$ cat src/rtl/weight_load_ctrl_pkg.sv
// Shared widths and FSM encoding for the weight-load path.
// The weight-load pipeline register imports the same constants.
package weight_load_ctrl_pkg;
  localparam int NROW    = 4;
  localparam int ROW_W   = 2;
  localparam int SHAMT_W = 5;
  localparam int WORD_W  = 32;

  typedef enum logic [1:0] {IDLE, ISSUE, DRAIN} state_t;
endpackage

$ cat src/rtl/weight_load_ctrl.sv
// Weight-load sequencer: reads NROW weight words from BASE_ADDR and emits
// one registered load beat per row toward the MAC array weight register.
module weight_load_ctrl
  import weight_load_ctrl_pkg::*;
#(
  parameter int ADDR_W = 8
) (
  input  logic               CLK,
  input  logic               RST,
  input  logic               START,
  input  logic [ADDR_W-1:0]  BASE_ADDR,
  input  logic [SHAMT_W-1:0] SHAMT_IN,
  input  logic               STALL,
  output logic               MEM_RE,
  output logic [ADDR_W-1:0]  MEM_ADDR,
  input  logic [WORD_W-1:0]  MEM_RDATA,
  output logic               WLoad,
  output logic [WORD_W-1:0]  WDATA,
  output logic [SHAMT_W-1:0] shamt,
  output logic [ROW_W-1:0]   WROW,
  output logic               BUSY,
  output logic               DONE
);

  state_t             state, state_nxt;
  logic [ADDR_W-1:0]  base;
  logic [SHAMT_W-1:0] shamt_l;
  logic [ROW_W-1:0]   cnt;
  logic               rd_v;
  logic [ROW_W-1:0]   rd_row;
  logic               start_acc, issue, last_issue, last_ret;

  // BUSY stays high through the DONE cycle, so it also blocks a START there
  assign start_acc  = (state == IDLE) && START && !BUSY;
  assign issue      = (state == ISSUE) && !STALL;
  assign last_issue = issue && (cnt == ROW_W'(NROW-1));
  assign last_ret   = rd_v && (rd_row == ROW_W'(NROW-1));

  assign MEM_RE   = issue;
  assign MEM_ADDR = (state == ISSUE) ? base + ADDR_W'(cnt) : '0;

  always_comb begin
    state_nxt = state;
    case (state)
      IDLE:    if (start_acc)  state_nxt = ISSUE;
      ISSUE:   if (last_issue) state_nxt = DRAIN;
      DRAIN:   if (last_ret)   state_nxt = IDLE;
      default:                 state_nxt = IDLE;
    endcase
  end

  always_ff @(posedge CLK) begin
    if (RST) begin
      state   <= IDLE;
      base    <= '0;
      shamt_l <= '0;
      cnt     <= '0;
      rd_v    <= 1'b0;
      rd_row  <= '0;
      WLoad   <= 1'b0;
      WDATA   <= '0;
      shamt   <= '0;
      WROW    <= '0;
      BUSY    <= 1'b0;
      DONE    <= 1'b0;
    end else begin
      state <= state_nxt;
      if (start_acc) begin
        base    <= BASE_ADDR;
        shamt_l <= SHAMT_IN;
        cnt     <= '0;
      end else if (issue) begin
        cnt <= cnt + 1'b1;
      end
      // one-stage return tracker matching the 1-cycle memory latency
      rd_v <= issue;
      if (issue) rd_row <= cnt;
      WLoad <= rd_v;
      if (rd_v) begin
        WDATA <= MEM_RDATA;
        WROW  <= rd_row;
        shamt <= shamt_l;
      end
      DONE <= last_ret;
      if (start_acc)  BUSY <= 1'b1;
      else if (DONE)  BUSY <= 1'b0;
    end
  end

endmodule

$ cat config.mk
export PLATFORM = sky130hd
export DESIGN_NAME = weight_load_ctrl
export DESIGN_NICKNAME = d
export VERILOG_FILES = /design/src/rtl/weight_load_ctrl_pkg.sv /design/src/rtl/weight_load_ctrl.sv
export SDC_FILE = /design/constraint.sdc
export NUM_CORES = 1
export LEC_CHECK = 0
export BUFFER_PORTS_ARGS = -buffer_cell sky130_fd_sc_hd__buf_2
export CAP_MARGIN = 5
export CORE_MARGIN = 4
export CORE_UTILIZATION = 51
export DETAILED_ROUTE_END_ITERATION = 8
export PLACE_DENSITY = 0.84
export SYNTH_ARGS = -nofsm -noshare
export SYNTH_HDL_FRONTEND = slang
export SYNTH_SLANG_ARGS = --single-unit
$ cat constraint.sdc
create_clock -name CLK -period 4 [get_ports CLK]
set_clock_uncertainty 0.15 [all_clocks]
set_input_delay 0.8 -clock CLK [delete_from_list [all_inputs] [get_ports CLK]]
set_output_delay 0.8 -clock CLK [all_outputs]
set_load 0.01 [all_outputs]
Word level (Yosys, flattened, before mapping)
Cells that the tools add are included.
- flip-flop bits (word level): 62
- output and inout bits: 51
- logic and storage cells: 39
- $add $sub $neg: 2
- equality and inequality tests: 7
- muxes and demuxes: 7
- reductions and logical operators: 11
- operators by type and width (kind ; number):
    8-bit by 2-bit adder with 8-bit output ; 1
    8-bit two-way mux ; 1
    2-bit equality test (second input constant) ; 3
    2-bit two-way mux ; 3
    2-bit != test (second input constant) ; 3
    2-bit case mux with 3 select lines ; 1
    1-bit logical AND ; 5
    3-bit AND reduction ; 1
    2-bit by 1-bit adder with 2-bit output (second input constant) ; 1
    2-bit by 1-bit equality test with 1-bit output (second input constant) ; 1
    1-bit logical NOT ; 2
    2-bit logical NOT ; 1
    1-bit two-way mux ; 2
    2-bit nonzero test ; 1
    2-bit OR reduction ; 1

Longest topological paths before layout
- word-level depth: 5
- gate-level depth with buffers: 5
- depth with buffers taken out: 5

Worst setup path after synthesis
No wires, ideal clock.
- path type: flip-flop to output port
- from: reg cnt[1]
- to: out MEM_ADDR[7]
- arrival time: 1.417 ns
- required time: 3.050 ns
- setup slack: 1.633 ns
- stages on the path, launching flop included: 5
- cells stage by stage: dfxtp_1 > ha_1 > a21oi_1 > or4_1 > a21oi_1
- cells in the longest elaborated chain, start to end: 2
- ends and longest elaborated chain (item ; line ; text):
    from (decl) ; weight_load_ctrl.sv:28 ; logic [ROW_W-1:0] cnt;
    from (signal assigned) ; weight_load_ctrl.sv:73 ; cnt <= cnt + 1'b1;
    8-bit by 2-bit adder with 8-bit output ; weight_load_ctrl.sv:40 ; assign MEM_ADDR = (state == ISSUE) ? base + ADDR_W'(cnt) : '0;
    8-bit two-way mux ; weight_load_ctrl.sv:40 ;
    to (decl) ; weight_load_ctrl.sv:15 ; output logic [ADDR_W-1:0] MEM_ADDR,
Every way passes these cells.

Final worst setup path
Ends and elaborated chain as after synthesis.

==> metrics.md <==
| Metric | Value |
|---|---|
| Status | `complete, no violations` |
| Number of I/O pins | `100` |
| Worst-path clk slew | `about 0.070 ns` |
| Max Fclk | `around 350 MHz` |
| Worst r2r src | `rd_v$_SDFF_PP0_` |
| Max Cap Viol | `0` |
| Critical path's slowest cell | `or4_1` |
| Hold_ws | `between 0.3 and 0.4 ns` |
| CTS Buf Count | `9` |
| Slowest cell delay on critical path | `a little under 0.5 ns` |
| Chip Height | `approximately 77 um` |
| Vias | `2,044` |
| Drt via density | `roughly 5.1` |
| Die area | `0.00594 mm^2` |
| TNS Setup | `0 ns` |
| Post-synthesis cell area | `~0.0024 mm^2` |
| Crit path capture type | `output pin` |
| First-pass iteration count of the detailed router | `4` |
| Clk root buf | `clkbuf_8` |
| Antenna cells | `0` |
| Post-synthesis sequential area ratio | `0.510` |
| Delay-heaviest family, CP | `simple AND/OR/NAND/NOR gates` |
| Vias in the first global route | `1,979` |
| Peak supply drop | `~0.00025 V` |
| Share of cells above drive strength 1 | `0.349` |
| Die width | `77.1 um` |
| Final Max Slew Viols | `0` |
| Hold Crit Depth | `2` |
| Headroom to the max-slew limit | `0.206` |
| CTS tree | `yes` |
| Finished Core Util | `0.699` |
| Port bufs | `99` |
| Hold_buf cts | `0` |
| Htree depth | `3` |
| Initial Util | `0.544` |
| Endpoint, Worst Hold | `shamt_l[2]$_SDFFE_PP0P_` |
| FFs w/ async S/R, synth | `0` |
| CTS sink count | `62` |
| Clock Path Buffers | `2` |
| Kind of start point of the critical path | `register` |
| Final Cycle Share | `0.708` |
| WS Path Type | `register to output pin` |
| Syn. warnings | `0` |
| RSZ-0062 raised after global routing | `no` |
| Top FF cell, synth | `dfxtp_1` |
| Nets | `a little under 400` |
| Global-route wire length before repair | `~9100 um` |
| Most used cell, CP | `a21oi_1` |
| Pleak | `between 1 and 1.5 nW` |
| Fillers | `around 370` |
| Post-synth EDFFs | `0` |
| Syn nets | `between 300 and 400` |
| Netlist cell types | `32` |
| Post-route setup slack | `about 1.2 ns` |
| Pin count of the biggest net entering global routing | `63` |
| WL per Instance | `13.3 um` |
| Post-CTS setup buffer count | `0` |
| Gr usage total | `0.190` |
| Worst R2R End | `state[1]$_SDFFE_PP0P_` |
| WL final | `around 5300 um` |
| Post-CTS sizing | `0` |
| R2R Setup Slk | `around 2.1 ns` |
| Area growth from synthesis to layout | `28.4%` |
| Reg2reg path depth | `3` |
| Synthesis-stage register bit count | `62` |
| DRC Markers | `0` |
| Clk_lat worst skew | `0.32 ns` |
| Power per cell area | `~430 mW/mm^2` |
| Critical Path AT | `1.88 ns` |
| Multi-input logic area | `~0.0011 mm^2` |
| Antenna violations before repair | `0` |
| 1st-iter DRT viols | `82` |
| Detail Route Antenna Nets | `0` |
| Hold Vio Cnt, Final | `0` |
| Required arrival time at the worst endpoint | `roughly 3.1 ns` |
| Hold Crit Start | `shamt_l[2]$_SDFFE_PP0P_` |
| CP Cell Sequence | `ha_1 -> a21oi_1 -> or4_1 -> a21oi_1 -> buf_2` |
| Worst slew pin tran | `1.19 ns` |
| Synth Instances | `~250` |
| Routability cong. | `around 0.76` |
| Grt total ovfl | `0` |
| Syn avg cell area | `9.70 um^2` |
| Register area | `between 0.001 and 0.0015 mm^2` |
| Final setup fails | `0` |
| Shortest clock period the worst path allows after layout | `about 2.8 ns` |
| CP Max Fanout | `6` |
| Hpwl dp | `about 3800 um` |
| Buf/Inv on CP | `1` |
| Pre-CTS setup slack | `1.51 ns` |
| Core area | `around 0.0045 mm^2` |
| Num rows | `24` |
| Hold WC Path Type | `register to register` |
[cell usage in the layout (no fill, tap or decap), drive strengths merged, types with 3 or more instances in the layout]
cell type | synthesis | routed
or3 | 3 | 3
nand3 | 3 | 3
buf | 7 | 99
ha | 3 | 3
clkbuf | 9 | 14
a21oi | 23 | 23
nand2 | 30 | 30
mux2i | 40 | 40
nor2 | 42 | 42
dfxtp | 62 | 62
o21ai | 5 | 5
nor3 | 3 | 3
[final cells by class]
type	count	share of cell area
multi-input combinational	171	0.350
sequential	62	0.398
clock inverter	2	0.0120
timing repair buffer	99	0.159
clock buffer	14	0.0584
tap	52	0.0208
inverter	2	0.00240
[cell usage after synthesis (all sizes together) (3+ instances only)]
library cell	count	area share
buf	7	0.023
dfxtp	62	0.51
nand2	30	0.047
o21ai	5	0.010
ha	3	0.015
clkbuf	9	0.014
nor2	42	0.065
nor3	3	0.0062
nand3	3	0.0062
a21oi	23	0.055
mux2i	40	0.16
or3	3	0.0077
[how the worst max path moves through the flow]
stage                        startpoint           to  slack (ns)  cells after the start
global route        cnt[1]$_SDFFE_PP0P_  MEM_ADDR[7]        1.02                      5
detailed placement  cnt[1]$_SDFFE_PP0P_  MEM_ADDR[7]        1.51                      5
CTS                 cnt[1]$_SDFFE_PP0P_  MEM_ADDR[7]        1.14                      5
finish              cnt[1]$_SDFFE_PP0P_  MEM_ADDR[7]        1.17                      5
global placement    cnt[1]$_SDFFE_PP0P_  MEM_ADDR[7]        1.54                      5
floorplan           cnt[1]$_SDFFE_PP0P_  MEM_ADDR[7]        1.63                      4
[stage by stage]
| step | cells | power [W] | cell area, um^2 |
|---|---|---|---|
| 2_1_floorplan | 251 | 0.000751 | 2430 |
| 3_3_place_gp | 386 | 0.000789 | 2910 |
| 3_5_place_dp | 386 | 0.000795 | 2910 |
| 4_1_cts | 402 | 0.00138 | 3130 |
| 5_1_grt | 402 | 0.00142 | 3130 |
| 6_report | 402 | 0.00136 | 3130 |
[layer usage]
metal | global-route usage | share of wire
met1 | 0.212 | 0.41
met4 | 0.112 | 0.029
met2 | 0.324 | 0.51
met3 | 0.0515 | 0.054
met5 | 0 | 0
[sequential cells by signal, summed over array words and instances (netlist names)]
name and cells:
BUSY 1, rd_v 1, shamt_l 5, rd_row 2, cnt 2, DONE 1
WDATA 32, state 2, WROW 2, base 8, shamt 5, WLoad 1
[tightest hold or removal path, stage by stage, from the launching register on]
cell and delay [ns]:
dfxtp_1 0.31, nand2_1 0.05, a21oi_1 0.05
[kinds of logic after synthesis]
kind of cell,share of synthesized area
simple gates,0.179
mux,0.165
buf+inv,0.0401
flops,0.510
fa+ha+maj,0.0237
xor+xnor,0.0108
compound gates,0.0715
[where the power goes]
| group | switching [W] | leakage [nW] | internal [W] |
|---|---|---|---|
| clock | 0.000223 | 0.109 | 0.000356 |
| combinational | 0.0000606 | 0.766 | 0.0000559 |
| sequential | 0.0000240 | 0.503 | 0.000639 |
| total | 0.000308 | 1.38 | 0.00105 |
(Power assumes the default switching activity.)
